===== src/rtl/free_buffer_arbiter.sv =====
`default_nettype none
// ============================================================================
//  Module      : free_buffer_arbiter
//  Description : Shares one preloaded free-buffer ID pool between NUM_PORTS
//                tasks. Two independent round-robin arbiters: allocation
//                requests against the pool read side, and returned IDs
//                against the pool write side. Tracks outstanding IDs and
//                flags over-free.
//  Revision    : 1.0 - initial release
// ============================================================================
module free_buffer_arbiter #(
    parameter int NUM_PORTS  = 4,
    parameter int ID_WIDTH   = 8,
    parameter int POOL_SIZE  = 16,
    localparam int CNT_WIDTH = $clog2(POOL_SIZE + 1)
) (
    input  logic                          clk,
    input  logic                          reset_n,
    input  logic [NUM_PORTS-1:0]          alloc_req,
    output logic [NUM_PORTS-1:0]          alloc_gnt,
    output logic [ID_WIDTH-1:0]           alloc_id,
    input  logic [NUM_PORTS-1:0]          free_valid,
    input  logic [NUM_PORTS*ID_WIDTH-1:0] free_id,
    output logic [NUM_PORTS-1:0]          free_ready,
    input  logic                          pool_empty_n,
    output logic                          pool_read,
    input  logic [ID_WIDTH-1:0]           pool_dout,
    input  logic                          pool_full_n,
    output logic                          pool_write,
    output logic [ID_WIDTH-1:0]           pool_din,
    output logic [CNT_WIDTH-1:0]          outstanding,
    output logic                          err_overfree
);

    localparam int                   PTR_WIDTH  = (NUM_PORTS > 1) ? $clog2(NUM_PORTS) : 1;
    localparam logic [CNT_WIDTH-1:0] C_CNT_MAX  = CNT_WIDTH'(POOL_SIZE);
    localparam logic [PTR_WIDTH-1:0] C_PTR_LAST = PTR_WIDTH'(NUM_PORTS - 1);

    // First requesting port at or after ptr, wrapping around the port range.
    function automatic logic [PTR_WIDTH-1:0] rr_pick(
        input logic [NUM_PORTS-1:0] req,
        input logic [PTR_WIDTH-1:0] ptr
    );
        logic [PTR_WIDTH-1:0] pick;
        logic                 found;
        int                   idx;
        pick  = ptr;
        found = 1'b0;
        for (int i = 0; i < NUM_PORTS; i++) begin
            idx = int'(ptr) + i;
            if (idx >= NUM_PORTS) begin
                idx = idx - NUM_PORTS;
            end
            if (!found && req[idx]) begin
                pick  = PTR_WIDTH'(idx);
                found = 1'b1;
            end
        end
        return pick;
    endfunction

    // Pointer to the port after the winner, wrapping to port 0.
    function automatic logic [PTR_WIDTH-1:0] ptr_after(input logic [PTR_WIDTH-1:0] win);
        return (win == C_PTR_LAST) ? '0 : win + PTR_WIDTH'(1);
    endfunction

    logic [PTR_WIDTH-1:0] alloc_ptr_q, alloc_ptr_d;
    logic [PTR_WIDTH-1:0] free_ptr_q, free_ptr_d;
    logic [NUM_PORTS-1:0] alloc_gnt_q, alloc_gnt_d;
    logic [ID_WIDTH-1:0]  alloc_id_q, alloc_id_d;
    logic [CNT_WIDTH-1:0] outstanding_q, outstanding_d;
    logic                 err_overfree_q, err_overfree_d;

    logic [PTR_WIDTH-1:0] w_alloc_win;
    logic [PTR_WIDTH-1:0] w_free_win;
    logic                 w_alloc_fire;
    logic                 w_free_fire;
    logic                 w_overfree;

    assign w_alloc_win  = rr_pick(alloc_req, alloc_ptr_q);
    assign w_free_win   = rr_pick(free_valid, free_ptr_q);

    // Both arbiters are held off while reset is asserted.
    assign w_alloc_fire = reset_n & pool_empty_n & (|alloc_req);
    assign w_free_fire  = reset_n & pool_full_n & (|free_valid);

    // A release with nothing outstanding (and no pop this cycle to balance
    // it) is accepted so the releaser is not stuck, but its ID is dropped.
    assign w_overfree   = w_free_fire & (outstanding_q == '0) & ~w_alloc_fire;

    assign pool_read    = w_alloc_fire;
    assign pool_write   = w_free_fire & ~w_overfree;
    assign pool_din     = free_id[w_free_win*ID_WIDTH +: ID_WIDTH];
    assign free_ready   = w_free_fire ? (NUM_PORTS'(1) << w_free_win) : '0;

    assign alloc_gnt    = alloc_gnt_q;
    assign alloc_id     = alloc_id_q;
    assign outstanding  = outstanding_q;
    assign err_overfree = err_overfree_q;

    // Allocation arbiter: register the one-hot grant and the popped pool head.
    always_comb begin
        alloc_gnt_d = '0;
        alloc_id_d  = alloc_id_q;
        alloc_ptr_d = alloc_ptr_q;
        if (w_alloc_fire) begin
            alloc_gnt_d = NUM_PORTS'(1) << w_alloc_win;
            alloc_id_d  = pool_dout;
            alloc_ptr_d = ptr_after(w_alloc_win);
        end
    end

    // Free arbiter: advance the pointer past every accepted release.
    always_comb begin
        free_ptr_d = free_ptr_q;
        if (w_free_fire) begin
            free_ptr_d = ptr_after(w_free_win);
        end
    end

    // Outstanding counter (+pop, -returned ID, saturating) and sticky error.
    always_comb begin
        outstanding_d  = outstanding_q;
        err_overfree_d = err_overfree_q | w_overfree;
        case ({pool_read, pool_write})
            2'b10: begin
                if (outstanding_q != C_CNT_MAX) begin
                    outstanding_d = outstanding_q + CNT_WIDTH'(1);
                end
            end
            2'b01: begin
                if (outstanding_q != '0) begin
                    outstanding_d = outstanding_q - CNT_WIDTH'(1);
                end
            end
            default: outstanding_d = outstanding_q;
        endcase
    end

    // State registers with asynchronous clear.
    always_ff @(posedge clk or negedge reset_n) begin
        if (!reset_n) begin
            alloc_ptr_q    <= '0;
            free_ptr_q     <= '0;
            alloc_gnt_q    <= '0;
            alloc_id_q     <= '0;
            outstanding_q  <= '0;
            err_overfree_q <= 1'b0;
        end else begin
            alloc_ptr_q    <= alloc_ptr_d;
            free_ptr_q     <= free_ptr_d;
            alloc_gnt_q    <= alloc_gnt_d;
            alloc_id_q     <= alloc_id_d;
            outstanding_q  <= outstanding_d;
            err_overfree_q <= err_overfree_d;
        end
    end

endmodule
`default_nettype wire


===== config.mk =====
export PLATFORM = sky130hd
export DESIGN_NAME = free_buffer_arbiter
export DESIGN_NICKNAME = d
export VERILOG_FILES = /design/src/rtl/free_buffer_arbiter.sv
export SDC_FILE = /design/constraint.sdc
export NUM_CORES = 1
export LEC_CHECK = 0
export CAP_MARGIN = 20
export CORE_ASPECT_RATIO = 1.4
export CORE_MARGIN = 2
export CORE_UTILIZATION = 36
export DETAILED_ROUTE_END_ITERATION = 10
export PLACE_DENSITY = 0.75
export SLEW_MARGIN = 10
export SYNTH_ARGS = -nofsm -noshare
export SYNTH_HDL_FRONTEND = slang
export SYNTH_SLANG_ARGS = --single-unit

===== constraint.sdc =====
create_clock -name clk -period 2.93 [get_ports clk]
set_clock_uncertainty 0.1 [all_clocks]
set_input_delay 0.4395 -clock clk [delete_from_list [all_inputs] [get_ports clk]]
set_output_delay 0.4395 -clock clk [all_outputs]
set_load 0.005 [all_outputs]

==> results.sh <==
export IMPL_io_pins=84
export IMPL_rsz0062_at_grt="true"
export IMPL_p_total_mw=1.91
export IMPL_antenna_found_initial=0
export IMPL_regToRegStartpoint="outstanding[1]"
export IMPL_cp_slowest_stage_delay_ns=0.58
export IMPL_post_route_drc_count=0
export IMPL_dr_pass1_iters=4
export IMPL_cts_buffers=3
export IMPL_vias=1610
export IMPL_wl_um=4260
export IMPL_period_needed_ns=2.91
export IMPL_layout_common_cells="clkdlybuf4s50_1 (66), buf_4 (34), mux2i_1 (25), dfrtp_1 (22), dlygate4sd2_1 (16)"
export IMPL_synth_seq_area_share=0.342
export IMPL_grt_pass1_vias=1677
export IMPL_slew_headroom=0.738
export IMPL_grt_first_pass_wirelength_um=7020
export IMPL_vdd_drop_max_uv=331
export IMPL_critical_path_startpoint="outstanding[1]"
export IMPL_area_growth_synth_to_final_pct=81.1
export IMPL_leakage_nw=1.39
export IMPL_hold_class="flip-flop to flip-flop"
export IMPL_cts_sinks=22
export IMPL_grt_overflow_total=0
export IMPL_ys_warn_count=0
export IMPL_syn_area_um2=1610
export IMPL_place_hpwl_um=3450
export IMPL_clock_fmax_ghz=0.343
export IMPL_drv_slew=0
export IMPL_grtUsageTotal=0.179
export IMPL_syn_mean_instance_area_um2=10.1
export IMPL_ant_nets=0
export IMPL_die_y_um=83.1
export IMPL_die_area_um2=5030
export IMPL_finalHoldViolCount=0
export IMPL_wire_per_inst_um=12.6
export IMPL_gp_congestion=0.873
export IMPL_cpMaxStageDelayCell="or4_4"
export IMPL_cp_start_kind="flip-flop"
export IMPL_path_cells="or4_4 -> nor3_4 -> nand2b_4 -> inv_4 -> ha_4 -> xor2_2 -> ha_2 -> o21a_1 -> o221a_2 -> or3_1 -> nand3_2 -> xnor2_1"
export IMPL_endpoint_kind="flip-flop"
export IMPL_netlist_instances=160
export IMPL_crit_fanout=3
export IMPL_crit_family="simple AND/OR/NAND/NOR gates"
export IMPL_setup_viol=0
export IMPL_synth_seq_cells=22
export IMPL_drv_cap=0
export IMPL_htreeDepth=1
export IMPL_finalCritPeriodShare=0.994
export IMPL_nFillCells=368
export IMPL_diodes=0
export IMPL_root_buffer="clkbuf_8"
export IMPL_worstPathArrival_ns=3.00
export IMPL_cts_tree="done"
export IMPL_cp_required_ns=3.02
export IMPL_layout_nets=344
export IMPL_setup_ws_ns=0.0173
export IMPL_cts_buffer_depth=2
export IMPL_synth_cell_types=34
export IMPL_rows=28
export IMPL_crit_buf_inv=1
export IMPL_die_width_um=60.5
export IMPL_viasPerCell=4.76
export IMPL_multi_input_area_um2=1050
export IMPL_worst_slew_pin_slew_ns=0.393
export IMPL_async_flop_share=1.00
export IMPL_grt_max_degree=23
export IMPL_clock_latency_ns=0.27
export IMPL_drt_iter0_markers=71
export IMPL_drive_gt1_frac=0.248
export IMPL_core_area_um2=4270
export IMPL_holdBufCountCts=0
export IMPL_final_common_cell="clkdlybuf4s50_1"
export IMPL_syn_nets=225
export IMPL_min_from="err_overfree"
export IMPL_synth_edf_count=0
export IMPL_clk_pin_slew_ns=0.08
export IMPL_port_buffers=83
export IMPL_regArea_um2=551
export IMPL_initial_core_util=0.376
export IMPL_synthFlopType="dfrtp_1"
export IMPL_crit_type="flip-flop to flip-flop"
export IMPL_p_per_area_nw_per_um2=656
export IMPL_post_place_ws_ns=-0.355
export IMPL_status="finished, final reports clean"
## logic make-up (layout without fill, tap and decap cells)
family / count (synthesis) / after routing / share of synthesized area
and+or+nand+nor: 39 / 39 / 0.123
adders and majority gates: 13 / 13 / 0.101
muxes: 36 / 36 / 0.233
DFF: 22 / 22 / 0.342
buffers and inverters: 18 / 136 / 0.0568
AOI/OAI and AO/OA: 26 / 26 / 0.112
xor gates and xnor gates: 6 / 6 / 0.0327
## power by group
group	leakage (nW)	switching (mW)	internal, mW	total [mW]
registers	0.268	0.0815	0.398	0.479
logic	1.09	0.467	0.682	1.15
clock network	0.0357	0.101	0.183	0.284
## final cells by class
cell class / count / share of cell area
Timing Repair Buffer: 119 / 0.380
Multi-Input combinational cell: 120 / 0.362
Sequential cell: 22 / 0.189
Tap cell: 60 / 0.0258
Inverter: 13 / 0.0185
Clock buffer: 3 / 0.0142
Clock inverter: 1 / 0.0103
## timing repair
item                       CTS  global route
cloned                       0             0
setup endpoints to repair   13             2
pin swaps                    6             5
gates resized for setup     21             9
buffers inserted             1             2
## registers in the layout, summed over array words and instances, names as in the netlist
name / flops
alloc_id: 8
outstanding: 5
alloc_gnt: 4
alloc_ptr_q: 2
free_ptr_q: 2
err_overfree: 1
## stage by stage
step                std cells  hold WS [ns]  setup TNS, ns   util  instance area, um^2
global placement          331         0.378          -1.83  0.648                 2770
global route              338         0.421        -0.0769  0.682                 2910
detailed placement        331         0.374          -2.05  0.648                 2770
finish                    338         0.387              0  0.682                 2910
CTS                       336         0.393        -0.0280  0.668                 2860
floorplan                 160        0.0439         -0.106      -                 1660
## path summary, 6_finish.rpt
kind / end / slack [ns] / cells past startpoint
max: outstanding[4] / 0.02 / 12
min: err_overfree / 0.39 / 1
max reg2reg: outstanding[4] / 0.02 / 12
min reg2reg: err_overfree / 0.39 / 1
max in group asynchronous: alloc_id[6] / 1.92 / 3
min in group asynchronous: alloc_id[4] / 0.60 / 3
## routing by layer
metal  track usage  wire, um
met1         0.193      1550
met3        0.0265       237
met4        0.0751        97
met2         0.328      2370
met5             0         0
## worst reg2reg max path: cells and delay by family, from the launching register on
family          cells  cell delay [ns]
flops               1             0.38
xor+xnor            2             0.26
simple gates        5             1.28
fa+ha+maj           2             0.35
buf+inv             1             0.04
compound gates      2             0.43
## cells in the mapped netlist, types with 2 or more instances
library cell	n	area (um^2)
a21o_1	2	15.0
nor2_1	7	26.3
mux2i_1	25	250
mux2_2	11	124
nand2_1	11	41.3
ha_1	13	163
inv_1	12	45.0
o21a_1	2	15.0
and2_1	8	50.1
nor3_1	2	10.0
buf_2	4	20.0
nor4_1	2	12.5
o22ai_1	3	18.8
o221ai_1	2	17.5
xnor2_1	4	35.0
xor2_1	2	17.5
nor2_2	2	12.5
nand2b_1	2	12.5
o21ai_0	3	15.0
dfrtp_1	22	551
a21oi_1	8	40.0
Note: power is estimated with default switching activity, not from simulation.
